<file path="config.mk">
export PLATFORM = sky130hd
export DESIGN_NAME = div_unit
export DESIGN_NICKNAME = d
export VERILOG_FILES = /design/src/rtl/div_unit_pkg.sv /design/src/rtl/div_step.sv /design/src/rtl/div_unit.sv
export SDC_FILE = /design/constraint.sdc
export NUM_CORES = 1
export LEC_CHECK = 0
export CAP_MARGIN = 20
export CORE_ASPECT_RATIO = 1.25
export CORE_MARGIN = 2
export CORE_UTILIZATION = 45
export CTS_BUF_LIST = sky130_fd_sc_hd__clkbuf_4
export CTS_CLUSTER_SIZE = 20
export DETAILED_ROUTE_END_ITERATION = 10
export GPL_TIMING_DRIVEN = 0
export HOLD_SLACK_MARGIN = 0.06
export PLACE_DENSITY = 0.76
export SETUP_SLACK_MARGIN = 0.05
export SLEW_MARGIN = 5
export SYNTH_ARGS = -nofsm -noshare
export SYNTH_HDL_FRONTEND = slang
export SYNTH_SLANG_ARGS = --single-unit
</file>
<file path="constraint.sdc">
create_clock -name clk -period 2.8 [get_ports clk]
set_input_delay 0.56 -clock clk [delete_from_list [all_inputs] [get_ports clk]]
set_output_delay 0.56 -clock clk [all_outputs]
set_load 0.1 [all_outputs]
</file>
<file path="src/rtl/div_unit_pkg.sv">
// Shared state codes, handshake levels and aluop codes for the divider.
package div_unit_pkg;

  typedef enum logic [1:0] {
    DivFree   = 2'b00,
    DivByZero = 2'b01,
    DivOn     = 2'b10,
    DivEnd    = 2'b11
  } div_state_e;

  localparam logic DivResultReady    = 1'b1;
  localparam logic DivResultNotReady = 1'b0;
  localparam logic DivStart          = 1'b1;
  localparam logic DivStop           = 1'b0;

  localparam logic [7:0] EXE_DIV_OP  = 8'b0001_1010;
  localparam logic [7:0] EXE_DIVU_OP = 8'b0001_1011;

endpackage

</file>
<file path="src/rtl/div_step.sv">
// One combinational restoring-division step on a {rem, quo} pair.
module div_step
  import div_unit_pkg::*;
#(
  parameter int WIDTH = 32
) (
  input  logic [WIDTH-1:0] rem_i,
  input  logic [WIDTH-1:0] quo_i,
  input  logic [WIDTH-1:0] dvs_i,
  output logic [WIDTH-1:0] rem_o,
  output logic [WIDTH-1:0] quo_o
);

  logic [WIDTH:0]   shifted;
  logic             ge;
  logic [WIDTH-1:0] diff;

  // Shift the pair left by one; the quotient MSB becomes the new remainder LSB.
  assign shifted = {rem_i, quo_i[WIDTH-1]};
  assign ge      = shifted >= {1'b0, dvs_i};
  // When ge holds the true difference is below the divisor, so WIDTH bits suffice.
  assign diff    = shifted[WIDTH-1:0] - dvs_i;

  // Keep the trial difference when non-negative, otherwise restore.
  always_comb begin
    rem_o = ge ? diff : shifted[WIDTH-1:0];
    quo_o = {quo_i[WIDTH-2:0], ge};
  end

endmodule

</file>
<file path="src/rtl/div_unit.sv">
// Multi-cycle restoring divider, STEPS quotient bits per cycle, signed or unsigned.
module div_unit
  import div_unit_pkg::*;
#(
  parameter int WIDTH = 32,
  parameter int STEPS = 1
) (
  input  logic               clk,
  input  logic               rst,
  input  logic               signed_div_i,
  input  logic [WIDTH-1:0]   opdata1_i,
  input  logic [WIDTH-1:0]   opdata2_i,
  input  logic               start_i,
  input  logic               annul_i,
  output logic [2*WIDTH-1:0] result_o,
  output logic               ready_o,
  output logic               dbz_o
);

  localparam int CW = $clog2(WIDTH + 1);

  div_state_e         state_q, state_d;
  logic [CW-1:0]      cnt_q, cnt_d;
  logic [WIDTH-1:0]   rem_q, rem_d, quo_q, quo_d, dvs_q, dvs_d;
  logic               neg1_q, neg1_d, neg2_q, neg2_d;
  logic [2*WIDTH-1:0] result_q, result_d;
  logic               ready_q, ready_d, dbz_q, dbz_d;

  logic [STEPS:0][WIDTH-1:0] rem_c, quo_c;
  logic               op1_neg, op2_neg;
  logic [WIDTH-1:0]   mag1, mag2, quo_fix, rem_fix;

  // Operand magnitudes; negative only counts for signed operations.
  assign op1_neg = signed_div_i & opdata1_i[WIDTH-1];
  assign op2_neg = signed_div_i & opdata2_i[WIDTH-1];
  assign mag1    = op1_neg ? -opdata1_i : opdata1_i;
  assign mag2    = op2_neg ? -opdata2_i : opdata2_i;

  // Quotient negates on sign mismatch; remainder follows the dividend.
  // Most-negative / -1 wraps naturally through the magnitude arithmetic.
  assign quo_fix = (neg1_q ^ neg2_q) ? -quo_q : quo_q;
  assign rem_fix = neg1_q ? -rem_q : rem_q;

  assign rem_c[0] = rem_q;
  assign quo_c[0] = quo_q;

  genvar g;
  generate
    for (g = 0; g < STEPS; g++) begin : g_step
      div_step #(.WIDTH(WIDTH)) u_step (
        .rem_i (rem_c[g]),
        .quo_i (quo_c[g]),
        .dvs_i (dvs_q),
        .rem_o (rem_c[g+1]),
        .quo_o (quo_c[g+1])
      );
    end
  endgenerate

  // Next-state and datapath control for FREE/BYZERO/ON/END.
  always_comb begin
    state_d  = state_q;
    cnt_d    = cnt_q;
    rem_d    = rem_q;
    quo_d    = quo_q;
    dvs_d    = dvs_q;
    neg1_d   = neg1_q;
    neg2_d   = neg2_q;
    result_d = result_q;
    ready_d  = ready_q;
    dbz_d    = dbz_q;
    unique case (state_q)
      DivFree: begin
        result_d = '0;
        ready_d  = DivResultNotReady;
        dbz_d    = 1'b0;
        if (start_i == DivStart && !annul_i) begin
          if (opdata2_i == '0) begin
            state_d = DivByZero;
          end else begin
            state_d = DivOn;
            neg1_d  = op1_neg;
            neg2_d  = op2_neg;
            rem_d   = '0;
            quo_d   = mag1;
            dvs_d   = mag2;
            cnt_d   = '0;
          end
        end
      end
      DivByZero: begin
        if (annul_i) begin
          state_d = DivFree;
        end else begin
          state_d  = DivEnd;
          result_d = '0;
          dbz_d    = 1'b1;
        end
      end
      DivOn: begin
        if (annul_i) begin
          state_d = DivFree;
        end else if (cnt_q != CW'(WIDTH)) begin
          rem_d = rem_c[STEPS];
          quo_d = quo_c[STEPS];
          cnt_d = cnt_q + CW'(STEPS);
        end else begin
          result_d = {rem_fix, quo_fix};
          dbz_d    = 1'b0;
          state_d  = DivEnd;
        end
      end
      DivEnd: begin
        if (start_i == DivStop) begin
          state_d  = DivFree;
          ready_d  = DivResultNotReady;
          result_d = '0;
          dbz_d    = 1'b0;
        end else begin
          ready_d = DivResultReady;
        end
      end
      default: state_d = DivFree;
    endcase
  end

  // State and datapath registers with synchronous reset.
  always_ff @(posedge clk) begin
    if (rst) begin
      state_q  <= DivFree;
      cnt_q    <= '0;
      rem_q    <= '0;
      quo_q    <= '0;
      dvs_q    <= '0;
      neg1_q   <= 1'b0;
      neg2_q   <= 1'b0;
      result_q <= '0;
      ready_q  <= 1'b0;
      dbz_q    <= 1'b0;
    end else begin
      state_q  <= state_d;
      cnt_q    <= cnt_d;
      rem_q    <= rem_d;
      quo_q    <= quo_d;
      dvs_q    <= dvs_d;
      neg1_q   <= neg1_d;
      neg2_q   <= neg2_d;
      result_q <= result_d;
      ready_q  <= ready_d;
      dbz_q    <= dbz_d;
    end
  end

  assign result_o = result_q;
  assign ready_o  = ready_q;
  assign dbz_o    = dbz_q;

endmodule
</file>
==> flow_summary.yaml <==
status:
  status: "complete, but fails checks"
  failed_checks: "negative setup slack"
run:
  maxCapViolations: 0
grt:
  globalRoute.totalOverflow: 0
  pin_count_of_the_biggest_net_entering_global_routing: 20
  via_count_of_the_first_global_routing_pass: 10647
  antenna_found_initial: 1
  grt_util_all_layers_pct: 26.6
  wire_length_of_the_first_global_routing_pass_um: 53800
route:
  viasPerCell: 5.75
  route.detailed.wl_per_inst_um: 17.8
  ant_nets: 0
  drt_drc_violations_left: 0
  drt_wl_total_um: 35100
  drt_iter0_drc: 934
  vias: 11348
  drt_pass1_iterations: 8
finish:
  layout-drive-gt1-share_pct: 16.0
  design.final.nets: 1748
  fillerInstances: 2023
  syn_to_final_growth_pct: 32.2
  finish.cell_count_without_fillers: 1974
min_path:
  hold_path_depth: 3
  timing.hold.worst_endpoint: "dvs_q[12]"
  hp-start: "opdata2_i[12]"
  hp-class: "in2reg"
timing:
  fmax_ghz: 0.350
  worst-slew-pin-transition_ps: 1030
  period_share_pct: 102
  fin_tns_setup_ps: -92.7
  timing.max_slew.rel_slack_pct: 31.0
  finalHoldViolCount: 0
  number_of_failing_setup_endpoints_in_the_final_timing_report: 2
  min_period_ps: 2860
  final_critical_path_setup_slack_ps: -60.1
  rsz0062_at_grt: "yes"
  slew_viol_final: 0
  clock-skew-final_ps: 35.3
worst_setup_path:
  timing.critical_path.required_ps: 3320
  worst-setup-path-type: "reg2reg"
  crit_path_max_fanout: 5
  startpoint_type_of_the_worst_setup_path: "flip-flop"
  worst_setup_path_startpoint: "rem_q[15]"
  worst_r2r_startpoint: "rem_q[15]"
  worstSetupEndpointType: "flip-flop"
  timing.reg2reg.worst_path_depth: 13
  critical_path_arrival_ps: 3380
  r2r_slack_ps: -60
  crit-reg2reg-capture: "rem_q[21]"
clock_network:
  clock_path_buffers: 2
  clock_tree_from_tritoncts: "done"
  clk_pin_slew_ps: 170
  worst_skew_pair.late_latency_ps: 620
  cts.sinks: 172
  cts_made_buffers: 17
  ctsRootBufferMaster: "sky130_fd_sc_hd__clkbuf_4"
  cts.htree.levels: 4
place:
  numPortBuffers: 133
  dpl.hpwl_um: 26100
  gpl_wtd_cong: 0.984
  dp.cells: 1892
synthesis:
  yosys-mux-area-fraction_pct: 2.31
  synth_area_per_cell_sq_um: 7.59
  synth.net_count: 1547
  post_synth_num_cell_types: 65
  xor_xnor_fraction_of_synth_area_pct: 12.2
  synthAdderAreaFrac_pct: 5.13
  syn_inst: 1434
  synth_top_family_by_area: "compound AO/OA/AOI/OAI gates"
  synthSimpleGateAreaFrac_pct: 20.3
  fraction_of_the_mapped_netlist_area_in_compound_gates_pct: 23.4
  synth_top_area_share_pct: 31.6
  synth.area.top_cells: "sky130_fd_sc_hd__dfxtp_1 32%, sky130_fd_sc_hd__nand2_1 7.7%, sky130_fd_sc_hd__xnor2_1 6.5%"
  asyncSetResetFlopFracSynth_pct: 0
  netlist_area_sq_um: 10900
  yosys_warnings: 0
  number_of_enable_flip_flop_cells_after_synthesis: 0
  yosysSeqAreaShare_pct: 31.6
  ys_ff_latch: 172
  dominantRegCellSynth: "sky130_fd_sc_hd__dfxtp_1"
  synthDominantAreaCellType: "sky130_fd_sc_hd__dfxtp_1"
die:
  die-height_um: 178
  fp-row-count: 63
  chipWidth_um: 143
  initial_core_util_pct: 45.9
  die-area_sq_um: 25400
  design.portCount: 135
  core_area_sq_um: 23700
pwr:
  max-vdd-ir-drop_mv: 0.367
  p_per_area_nw_per_um2: 693
  leakage_nw: 5.93
==> logic make-up (layout without fill, tap and decap cells) <==
logic type / Yosys count / count (layout)
DFF: 172 / 172
buffers and inverters: 138 / 352
and+or+nand+nor: 496 / 496
muxes: 25 / 25
xor gates and xnor gates: 152 / 152
AOI/OAI and AO/OA: 407 / 407
adders and majority gates: 44 / 44
other: 0 / 1
==> stage by stage <==
step	hold WS (ps)	util (%)	total power, mW	cell area (sq um)	setup slack, ps
final	357	60.6	9.97	14400	-60.1
after global routing	345	60.6	10.5	14400	-128
after CTS	417	57.8	9.45	13700	16.2
after detailed placement	441	53.3	7.46	12600	-1190
after global placement	434	53.3	7.40	12600	-1170
after floorplan	432	-	6.22	10900	-219
==> cells in the final DEF, fill, tap and decap left out, types with 8 or more instances in the layout <==
cell | synthesis | layout
sky130_fd_sc_hd__o31ai_1 | 26 | 20
sky130_fd_sc_hd__or3_1 | 10 | 8
sky130_fd_sc_hd__nor4_1 | 13 | 9
sky130_fd_sc_hd__or4_4 | 5 | 10
sky130_fd_sc_hd__dlymetal6s2s_1 | 0 | 38
sky130_fd_sc_hd__clkbuf_4 | 0 | 20
sky130_fd_sc_hd__clkbuf_2 | 0 | 11
sky130_fd_sc_hd__dfxtp_2 | 0 | 21
sky130_fd_sc_hd__dlygate4sd2_1 | 0 | 17
sky130_fd_sc_hd__mux2i_1 | 24 | 23
sky130_fd_sc_hd__ha_1 | 43 | 24
sky130_fd_sc_hd__nand2_1 | 223 | 221
sky130_fd_sc_hd__a211oi_1 | 35 | 32
sky130_fd_sc_hd__nor2_1 | 135 | 128
sky130_fd_sc_hd__buf_6 | 0 | 8
sky130_fd_sc_hd__dfxtp_1 | 172 | 144
sky130_fd_sc_hd__o211ai_1 | 14 | 14
sky130_fd_sc_hd__o221ai_1 | 8 | 8
sky130_fd_sc_hd__xor2_1 | 71 | 69
sky130_fd_sc_hd__nand3_1 | 34 | 31
sky130_fd_sc_hd__clkbuf_1 | 67 | 44
sky130_fd_sc_hd__a21oi_2 | 1 | 8
sky130_fd_sc_hd__nor3_1 | 20 | 17
sky130_fd_sc_hd__a22oi_1 | 26 | 26
sky130_fd_sc_hd__o21ai_1 | 5 | 35
sky130_fd_sc_hd__a21oi_1 | 118 | 109
sky130_fd_sc_hd__o21ai_0 | 110 | 79
sky130_fd_sc_hd__xnor2_1 | 81 | 79
sky130_fd_sc_hd__ha_4 | 0 | 18
sky130_fd_sc_hd__buf_4 | 5 | 53
sky130_fd_sc_hd__clkdlybuf4s50_1 | 0 | 75
sky130_fd_sc_hd__a21o_1 | 18 | 17
sky130_fd_sc_hd__inv_1 | 55 | 48
==> registers in the layout, indices dropped and copies added (netlist names) <==
signal / count
cnt_q: 6
dbz_o: 1
dvs_q: 32
neg1_q: 1
neg2_q: 1
quo_q: 32
ready_o: 1
rem_q: 32
result_o: 64
state_q: 2
==> area by class of cell <==
| cell class | count | area, sq um | area share (%) |
|---|---|---|---|
| multi-input cells | 1124 | 7620 | 53.0 |
| flip-flops and latches | 172 | 3500 | 24.3 |
| repair buffers | 191 | 1940 | 13.5 |
| well taps | 325 | 407 | 2.83 |
| plain buffers | 74 | 394 | 2.74 |
| inverters | 55 | 209 | 1.45 |
| clock inverters | 15 | 195 | 1.36 |
| clock buffers | 17 | 128 | 0.887 |
| diodes | 1 | 2.50 | 0.0174 |
==> report_power, final <==
part,switching [mW],leakage [nW],internal [mW]
clock network,1.07,0.172,0.512
logic,3.30,4.34,2.02
registers,0.334,1.41,2.74
==> worst max path at each step <==
stage | end | slack [ps]
after floorplan | quo_q[23] | -220
after global placement | cnt_q[4] | -1170
after detailed placement | cnt_q[4] | -1190
after CTS | rem_q[26] | 20
after global routing | rem_q[21] | -130
final | rem_q[21] | -60
==> cell usage after synthesis, drive strengths merged, types with 6 or more instances <==
| library cell | number |
|---|---|
| a31oi | 9 |
| o31ai | 28 |
| o211ai | 14 |
| xor2 | 71 |
| o21a | 6 |
| nand2 | 223 |
| clkbuf | 67 |
| mux2i | 24 |
| ha | 43 |
| o41ai | 10 |
| inv | 55 |
| buf | 16 |
| nand3 | 34 |
| or2 | 7 |
| a21o | 18 |
| nand2b | 7 |
| nor3 | 20 |
| nor4 | 13 |
| or3 | 11 |
| a211oi | 35 |
| and2 | 8 |
| a22oi | 26 |
| nor2 | 136 |
| o221ai | 8 |
| dfxtp | 172 |
| xnor2 | 81 |
| a21oi | 119 |
| or4 | 16 |
| o21ai | 115 |
==> routing by layer <==
metal / GRT usage, % / vias to the layer above / wire length [um]
li1: - / 5448 / -
met1: 30.1 / 5299 / 13700
met2: 46.8 / 463 / 17400
met3: 4.72 / 138 / 1990
met4: 14.6 / 0 / 1980
met5: 0 / - / 0
==> repair_timing <==
| action | CTS | global route |
|---|---|---|
| setup endpoints to repair | 130 | 174 |
| resized for setup | 153 | 149 |
| hold buffers | 0 | 0 |
| buffers inserted | 29 | 25 |
| pin swaps | 38 | 52 |
| cloned | 1 | 5 |
==> critical path, stage by stage (launching register included) <==
cell and delay [ps]:
sky130_fd_sc_hd__dfxtp_4 390, sky130_fd_sc_hd__buf_12 130, sky130_fd_sc_hd__ha_4 250, sky130_fd_sc_hd__a21o_1 180, sky130_fd_sc_hd__a21o_1 170, sky130_fd_sc_hd__a21oi_2 150
sky130_fd_sc_hd__o32a_1 240, sky130_fd_sc_hd__nand3_2 140, sky130_fd_sc_hd__a311oi_4 330, sky130_fd_sc_hd__a21oi_2 120, sky130_fd_sc_hd__buf_6 170, sky130_fd_sc_hd__clkbuf_16 170
sky130_fd_sc_hd__mux2i_1 220, sky130_fd_sc_hd__o21ai_1 100
Note: power is estimated with default switching activity, not from simulation.
